--- config.mk ---
export PLATFORM = sky130hd
export DESIGN_NAME = button_arbiter
export DESIGN_NICKNAME = d
export VERILOG_FILES = /design/src/rtl/button_pkg.sv /design/src/rtl/press_edge.sv /design/src/rtl/button_arbiter.sv
export SDC_FILE = /design/constraint.sdc
export NUM_CORES = 1
export LEC_CHECK = 0
export BUFFER_PORTS_ARGS = -buffer_cell sky130_fd_sc_hd__buf_2
export CORE_MARGIN = 5
export CORE_UTILIZATION = 60
export DETAILED_ROUTE_END_ITERATION = 10
export PLACE_DENSITY = 0.79
export SKIP_CTS_REPAIR_TIMING = 1
export SYNTH_ARGS = -nofsm -noshare
export SYNTH_HDL_FRONTEND = slang
export SYNTH_HIERARCHICAL = 1
export SYNTH_SLANG_ARGS = --single-unit
--- constraint.sdc ---
create_clock -name clk -period 4.42 [get_ports clk]
set_clock_uncertainty 0.05 [all_clocks]
set_input_delay 1.105 -clock clk [delete_from_list [all_inputs] [get_ports clk]]
set_output_delay 1.105 -clock clk [all_outputs]
set_load 0.05 [all_outputs]
--- src/rtl/button_pkg.sv ---
// Shared types and helpers for the reaction-game button arbiter.
package button_pkg;

    // Round phases of the arbiter.
    typedef enum logic [1:0] {
        ST_IDLE   = 2'd0,
        ST_ARMED  = 2'd1,
        ST_GO     = 2'd2,
        ST_LOCKED = 2'd3
    } state_t;

    // Width of the shared phase counter: enough bits to hold the largest
    // (duration - 1) of the three timed phases.
    function automatic int cnt_width(input int arm, input int go, input int hold);
        int m;
        m = arm;
        if (go > m)   m = go;
        if (hold > m) m = hold;
        return (m < 2) ? 1 : $clog2(m);
    endfunction

endpackage

--- src/rtl/press_edge.sv ---
// Two-flop synchronizer followed by a registered rising-edge detector.
// press pulses for one cycle, two clocks after the first edge that samples
// button high; a button that stays high produces no further pulses.
module press_edge (
    input  logic clk,
    input  logic rst,
    input  logic button,
    output logic press
);

    logic sync1;
    logic sync2;
    logic prev;

    // Synchronize the raw button and register its rising edge.
    always_ff @(posedge clk or posedge rst) begin
        if (rst) begin
            sync1 <= 1'b0;
            sync2 <= 1'b0;
            prev  <= 1'b0;
            press <= 1'b0;
        end else begin
            sync1 <= button;
            sync2 <= sync1;
            prev  <= sync2;
            press <= sync2 & ~prev;
        end
    end

endmodule

--- src/rtl/button_arbiter.sv ---
// Reaction-game button arbiter: IDLE -> ARMED -> GO -> LOCKED -> IDLE.
// The first eligible press in GO wins; simultaneous presses are resolved
// round-robin. Optional false-start detection is enabled by defining the
// macro FALSE_START_EN (a press in ARMED disqualifies that player for the
// round; if every player is disqualified the round is abandoned).
module button_arbiter
    import button_pkg::*;
#(
    parameter int N_PLAYERS   = 4,
    parameter int ARM_CYCLES  = 1000000,
    parameter int GO_CYCLES   = 5000000,
    parameter int HOLD_CYCLES = 2000000
) (
    input  logic                 clk,
    input  logic                 rst,
    input  logic                 start,
    input  logic [N_PLAYERS-1:0] button,
    output logic                 go,
    output logic [N_PLAYERS-1:0] winner,
    output logic                 winner_valid,
    output logic                 timeout,
    output logic [N_PLAYERS-1:0] disq,
    output logic                 busy
);

    localparam int CW = cnt_width(ARM_CYCLES, GO_CYCLES, HOLD_CYCLES);
    localparam int PW = 3;

    state_t                 state;
    logic [CW-1:0]          count;
    logic [PW-1:0]          rr_ptr;
    logic [N_PLAYERS-1:0]   press;
    logic [N_PLAYERS-1:0]   eligible;
    logic [2*N_PLAYERS-1:0] rot_full;
    logic [N_PLAYERS-1:0]   rot;
    logic                   found;
    int                     pick_idx;
    logic [N_PLAYERS-1:0]   pick_onehot;
    logic                   all_disq;

    genvar gi;
    generate
        for (gi = 0; gi < N_PLAYERS; gi++) begin : g_press
            press_edge u_press_edge (
                .clk    (clk),
                .rst    (rst),
                .button (button[gi]),
                .press  (press[gi])
            );
        end
    endgenerate

    assign go       = (state == ST_GO);
    assign busy     = (state != ST_IDLE);
    assign eligible = press & ~disq;

    // Rotate the eligible vector so the search always starts at rr_ptr.
    assign rot_full = {eligible, eligible} >> rr_ptr;
    assign rot      = rot_full[N_PLAYERS-1:0];

    // Round-robin pick: first eligible player at or above rr_ptr, with wrap.
    always_comb begin
        found       = 1'b0;
        pick_idx    = 0;
        pick_onehot = '0;
        for (int k = 0; k < N_PLAYERS; k++) begin
            if (!found && rot[k]) begin
                found    = 1'b1;
                pick_idx = (int'(rr_ptr) + k) % N_PLAYERS;
            end
        end
        for (int j = 0; j < N_PLAYERS; j++) begin
            pick_onehot[j] = found && (j == pick_idx);
        end
    end

`ifdef FALSE_START_EN
    assign all_disq = &disq;

    // Latch false starts made during ARMED; cleared when a new round starts.
    always_ff @(posedge clk or posedge rst) begin
        if (rst) begin
            disq <= '0;
        end else if (state == ST_IDLE && start) begin
            disq <= '0;
        end else if (state == ST_ARMED) begin
            disq <= disq | press;
        end
    end
`else
    assign all_disq = 1'b0;
    assign disq     = '0;
`endif

    // Round state machine with a single shared down-counter per phase.
    always_ff @(posedge clk or posedge rst) begin
        if (rst) begin
            state        <= ST_IDLE;
            count        <= '0;
            rr_ptr       <= '0;
            winner       <= '0;
            winner_valid <= 1'b0;
            timeout      <= 1'b0;
        end else begin
            case (state)
                ST_IDLE: begin
                    if (start) begin
                        state <= ST_ARMED;
                        count <= CW'(ARM_CYCLES - 1);
                    end
                end
                ST_ARMED: begin
                    if (all_disq) begin
                        state <= ST_IDLE;
                    end else if (count == '0) begin
                        state <= ST_GO;
                        count <= CW'(GO_CYCLES - 1);
                    end else begin
                        count <= count - 1'b1;
                    end
                end
                ST_GO: begin
                    if (found) begin
                        state        <= ST_LOCKED;
                        count        <= CW'(HOLD_CYCLES - 1);
                        winner       <= pick_onehot;
                        winner_valid <= 1'b1;
                        rr_ptr       <= PW'((pick_idx + 1) % N_PLAYERS);
                    end else if (count == '0) begin
                        state   <= ST_LOCKED;
                        count   <= CW'(HOLD_CYCLES - 1);
                        timeout <= 1'b1;
                    end else begin
                        count <= count - 1'b1;
                    end
                end
                ST_LOCKED: begin
                    if (count == '0) begin
                        state        <= ST_IDLE;
                        winner       <= '0;
                        winner_valid <= 1'b0;
                        timeout      <= 1'b0;
                    end else begin
                        count <= count - 1'b1;
                    end
                end
                default: state <= ST_IDLE;
            endcase
        end
    end

endmodule
### Yosys cells after proc, flatten, opt, wreduce, memory -nomap -nowiden

Cells that the tools add are included.

* mux-type cells: 29
* bitwise logic cells: 12
* shift-type cells: 1
* add/sub/neg operators: 5
* reductions and logical operators: 24
* eq/ne operators: 14

Operator list (count)
* two-way mux 23 bit: 5
* two-way mux 32 bit: 3
* case mux 23 bit (4 select lines): 1
* == test 3 x 32 -> 1 bit (first input constant): 2
* adder 32 x 2 -> 32 bit (second input constant): 1
* == test 2 x 32 -> 1 bit (first input constant): 1
* logical NOT 32 bit: 1
* logical NOT 23 bit: 1
* subtractor 23 x 1 -> 23 bit (second input constant): 1
* two-way mux 2 bit: 6
* inequality test 2 bit (second input constant): 5
* two-way mux 1 bit: 8
* two-way mux 4 bit: 2
* case mux 2 bit (4 select lines): 1
* case mux 4 bit (2 select lines): 1
* AND reduction 4 bit: 2
* OR reduction 2 bit: 4
* right shift 8 x 3 -> 4 bit: 1
* logical AND 1 bit: 7
* bitwise AND 1 bit: 5
* adder 2 bit (second input constant): 2
* == test 2 bit (second input constant): 2
* inequality test 2 x 1 -> 1 bit (second input constant): 2
* NOT 1 bit: 4
* 10 further kinds: 17

* flip-flop bits (word level): 50
* input port bits: 7
* output and inout bits: 12

### Longest topological paths before layout

* depth in word-level cells: 15
* gate-level depth with buffers: 10
* mapped depth without buffers: 10

### By module

Netlist, hierarchy kept.

By module, submodules not included
* button_arbiter: cells each 270, sequential area each 825.8 sq um, instances 1, area an instance 2259.7 sq um
* press_edge: cells each 6, sequential area each 100.1 sq um, instances 4, area an instance 117.6 sq um

### Worst setup path before layout

OpenSTA, ideal clock, no wires.

* path kind: input-to-reg
* start point: input port start
* end point: register count[18]
* data required time: 4.247 ns
* data arrival time: 2.336 ns
* setup time: 0.123 ns
* setup slack: 1.911 ns
* stages: 7
* cells stage by stage: and2b_1 > or2_2 > a311oi_1 > a21oi_2 > buf_4 > o21ai_0 > a21oi_1

* cells in the longest elaborated chain, start to end: 2

Ends and longest elaborated chain
* from (decl): line button_arbiter.sv:16 `input logic start,`
* inequality test 2 bit (no line)
* AND reduction 2 bit (no line)
* to (signal assigned): line button_arbiter.sv:109 `count <= CW'(ARM_CYCLES - 1);`
* to (signal assigned): line button_arbiter.sv:117 `count <= CW'(GO_CYCLES - 1);`
* to (signal assigned): line button_arbiter.sv:119 `count <= count - 1'b1;`
* to (decl): line button_arbiter.sv:30 `logic [CW-1:0] count;`

Every way passes these cells.
A chain may end at the register's enable or synchronous reset.

### Worst setup path in the final report

* start point: register state[0]
* end point: output port go

* cells in the longest elaborated chain, start to end: 1

Ends and longest elaborated chain
* from (decl): line button_arbiter.sv:29 `state_t state;`
* from (signal assigned): line button_arbiter.sv:98 `state <= ST_IDLE;`
* from (signal assigned): line button_arbiter.sv:108 `state <= ST_ARMED;`
* from (signal assigned): line button_arbiter.sv:114 `state <= ST_IDLE;`
* == test 2 bit: line button_arbiter.sv:53 `assign go = (state == ST_GO);`
* to (decl): line button_arbiter.sv:18 `output logic go,`

Every way passes these cells.

==> key figures <==
Floorplanning
  – IO Count: 19
  – Chip Width: 77.5 um
  – Placement Rows: 24
  – Die area: 0.00600 mm^2
  – Die height: 77.5 um
  – Initial Util: 62.3%
  – Core area: 0.00438 mm^2

Power
  – Switching Fraction: 47.7%
  – Peak VDD IR: 0.302 mV
  – Flop pwr share: 35.1%
  – Comb power frac: 50.7%
  – Static Leak: 1.38 nW
  – P_int: 0.00103 W
  – PwrDens: 675 mW/mm^2
  – Pwr Total: 0.00197 W
  – Switching power of the nets: 0.000938 W
  – Clock network power share: 14.2%

CTS
  – Clock Latency Late Sink: 0.30 ns
  – H-Tree Depth: 2
  – Clock transition at path regs: 0.10 ns
  – CTS sink cnt: 49
  – CTS tree: built
  – Cts bufs inserted: 5
  – Root buffer cell: clkbuf_8
  – Clock Path Buffers: 2

Finish
  – Sequential cell area: 0.00123 mm^2
  – Antenna fix cells: 0
  – Most common cell after layout, fill and taps aside: dfrtp_1
  – Fill count: 359
  – Area Overhead vs Synth: 6.83%
  – Fraction of layout cells with a size suffix above 1: 14.5%
  – Multi-input logic area: 0.00136 mm^2
  – Most frequent cells in the layout: 49 x dfrtp_1, 29 x nand2_1, 28 x a21oi_1, 25 x o21ai_0, 23 x inv_1
  – Layout Nets: 328

Logic synthesis
  – Post-Syn Area: 0.00273 mm^2
  – Largest area contributor in the synthesized netlist: dfrtp_1
  – Ys flop type: dfrtp_1
  – Cells after Synth: 294
  – Number of synthesized flops with an enable pin: 0
  – Library cells used by synthesis: 55
  – Asr flop ratio synth: 100%
  – Register area share after synthesis: 44.9%
  – Register bit total from synthesis: 49
  – Top post-synthesis cells by area: dfrtp_1 45%, a21oi_1 5.1%, ha_1 5.0%, o21ai_0 4.6%, nand2_1 4.0%
  – Mean post-synth cell area: 9.29 um^2
  – Area share of the largest cell type after synthesis: 44.9%
  – Syn. warnings: 6

Drt
  – Via-to-Cell Ratio: 6.13
  – Total Wirelength: 5830 um
  – Avg WL per Cell: 16.1 um
  – DR iter-0 viols: 190
  – Total iterations of the first detailed-routing run: 4
  – Via count: 2227
  – Drc violations: 0
  – Routed Antenna Nets: 0

Setup path
  – Nature of the critical path endpoint: primary output
  – Crit Path Category: reg2out
  – R2R setup slack: 1.82 ns
  – Crit Path Max Fanout: 13
  – WP data arrival: 1.62 ns
  – Worst R2R Start: state[0]
  – Critical Path RT: 3.26 ns
  – Worst Setup Start Kind: register
  – Critical Path End: go
  – Crit. Startpoint: state[0]
  – RR Endpoint: count[16]
  – Reg2Reg Depth: 8

Global routing
  – First-pass GRT wire length: 9840 um
  – Met1 Track Usage GR: 30.0%
  – GRT Resource Usage Total: 20.1%
  – Met2 Resource Use GR: 30.2%
  – Antenna violations before repair: 0
  – Pin count of the biggest net entering global routing: 34
  – Gr ovfl total: 0
  – GR peak layer: met2
  – Met3 Track Usage GR: 3.82%
  – Vias in the first global route: 1999

Timing
  – Post-layout min period: 2.78 ns
  – Hold Violations, Final: 0
  – Slew Viols, Final: 0
  – RSZ-0062 raised after global routing: no
  – Relative slew slack: 61.4%
  – Fin crit share: 62.9%
  – Final worst setup slack: 1.64 ns
  – Setup Viol. Count Final: 0
  – Final hold slack: 0.312 ns
  – Fmax: 360 MHz
  – Setup_tns: 0 ns
  – Tightest Pin Transition: 0.574 ns

Placement
  – DP HPWL: 4240 um
  – Worst slack at placement: 1.71 ns
  – GP Congestion: 0.895
  – Port bufs: 14

Job
  – Max Cap Viol: 0

Worst hold path
  – HP Class: reg2reg

Status
  – Outcome: completed
## how the worst min path moves through the flow
| stage | end | startpoint | slack (ns) | cells past startpoint |
|---|---|---|---|---|
| 2_1_floorplan | g_press[0].u_press_edge/sync2 | g_press[0].u_press_edge/sync1 | 0.28 | 0 |
| 3_3_place_gp | g_press[2].u_press_edge/sync2 | g_press[2].u_press_edge/sync1 | 0.28 | 0 |
| 3_5_place_dp | g_press[3].u_press_edge/sync2 | g_press[3].u_press_edge/sync1 | 0.29 | 0 |
| 4_1_cts | g_press[3].u_press_edge/sync2 | g_press[3].u_press_edge/sync1 | 0.31 | 0 |
| 5_1_grt | g_press[3].u_press_edge/sync2 | g_press[3].u_press_edge/sync1 | 0.33 | 0 |
| 6_report | g_press[3].u_press_edge/sync2 | g_press[3].u_press_edge/sync1 | 0.31 | 0 |
## kinds of logic (layout without fill, tap and decap cells)
kind of cell             after synthesis  in the layout  share of synthesized area [%]
AO/OA/AOI/OAI                         97             97                           22.2
buffers and inverters                 33             47                           5.59
flip-flops                            49             49                           44.9
multiplexers                           1              1                          0.412
AND/OR/NAND/NOR                      102            102                           21.7
adder cells (fa/ha/maj)               11             11                           5.04
other                                  1              4                          0.137
## final cells by class
class | instances | area share, %
clock buffer | 5 | 2.36
clock inverter | 3 | 0.901
inverter | 24 | 3.09
multi-input combinational | 215 | 46.7
sequential | 49 | 42.0
tap | 52 | 2.23
timing repair buffer | 15 | 2.66
## power groups by stage
| stage | clock network [W] | registers, W | logic (W) |
|---|---|---|---|
| final | 0.000279 | 0.000692 | 0.000997 |
| after global routing | 0.000313 | 0.000711 | 0.00111 |
| after CTS | 0.000287 | 0.000690 | 0.000987 |
| after detailed placement | 0 | 0.000698 | 0.000982 |
| after global placement | 0 | 0.000691 | 0.000957 |
| after floorplan | 0 | 0.000715 | 0.000757 |
## routing by layer
metal,up-vias,part of all wire [%]
met2,76,46
met5,-,0
met3,10,6.3
li1,1081,-
met4,0,1.1
met1,1060,47
## critical path: stages (launching register included)
cell	delay, ns
dfrtp_1	0.41
inv_1	0.13
ha_1	0.43
buf_2	0.35
## Yosys cell counts, drive strengths merged (2+ instances only)
cell type   n
dfrtp      49
ha         11
a31oi       6
nand2b      2
a21oi      30
or4         3
o22a        3
o21ai      35
or3         3
nor3        6
nand3       4
nand2      30
nor4        6
nor2       20
and3        6
o311ai      4
a21o        4
inv        23
nand4       3
buf         8
and2        2
o22ai       5
nor2b       8
or2         5
## metrics by stage
stage	util, %	cell area (um^2)	std cells
finish	66.5	2920	363
global route	66.5	2920	363
CTS	66.5	2920	363
detailed placement	64.4	2820	355
global placement	64.4	2820	355
floorplan	-	2740	297
## state kept, by name, summed over array words and instances (netlist names)
signal                      flops
count                          23
g_press.u_press_edge/press      4
g_press.u_press_edge/prev       4
g_press.u_press_edge/sync1      4
g_press.u_press_edge/sync2      4
winner                          4
rr_ptr                          2
state                           2
timeout                         1
winner_valid                    1
Power figures use the tool's default switching activity.
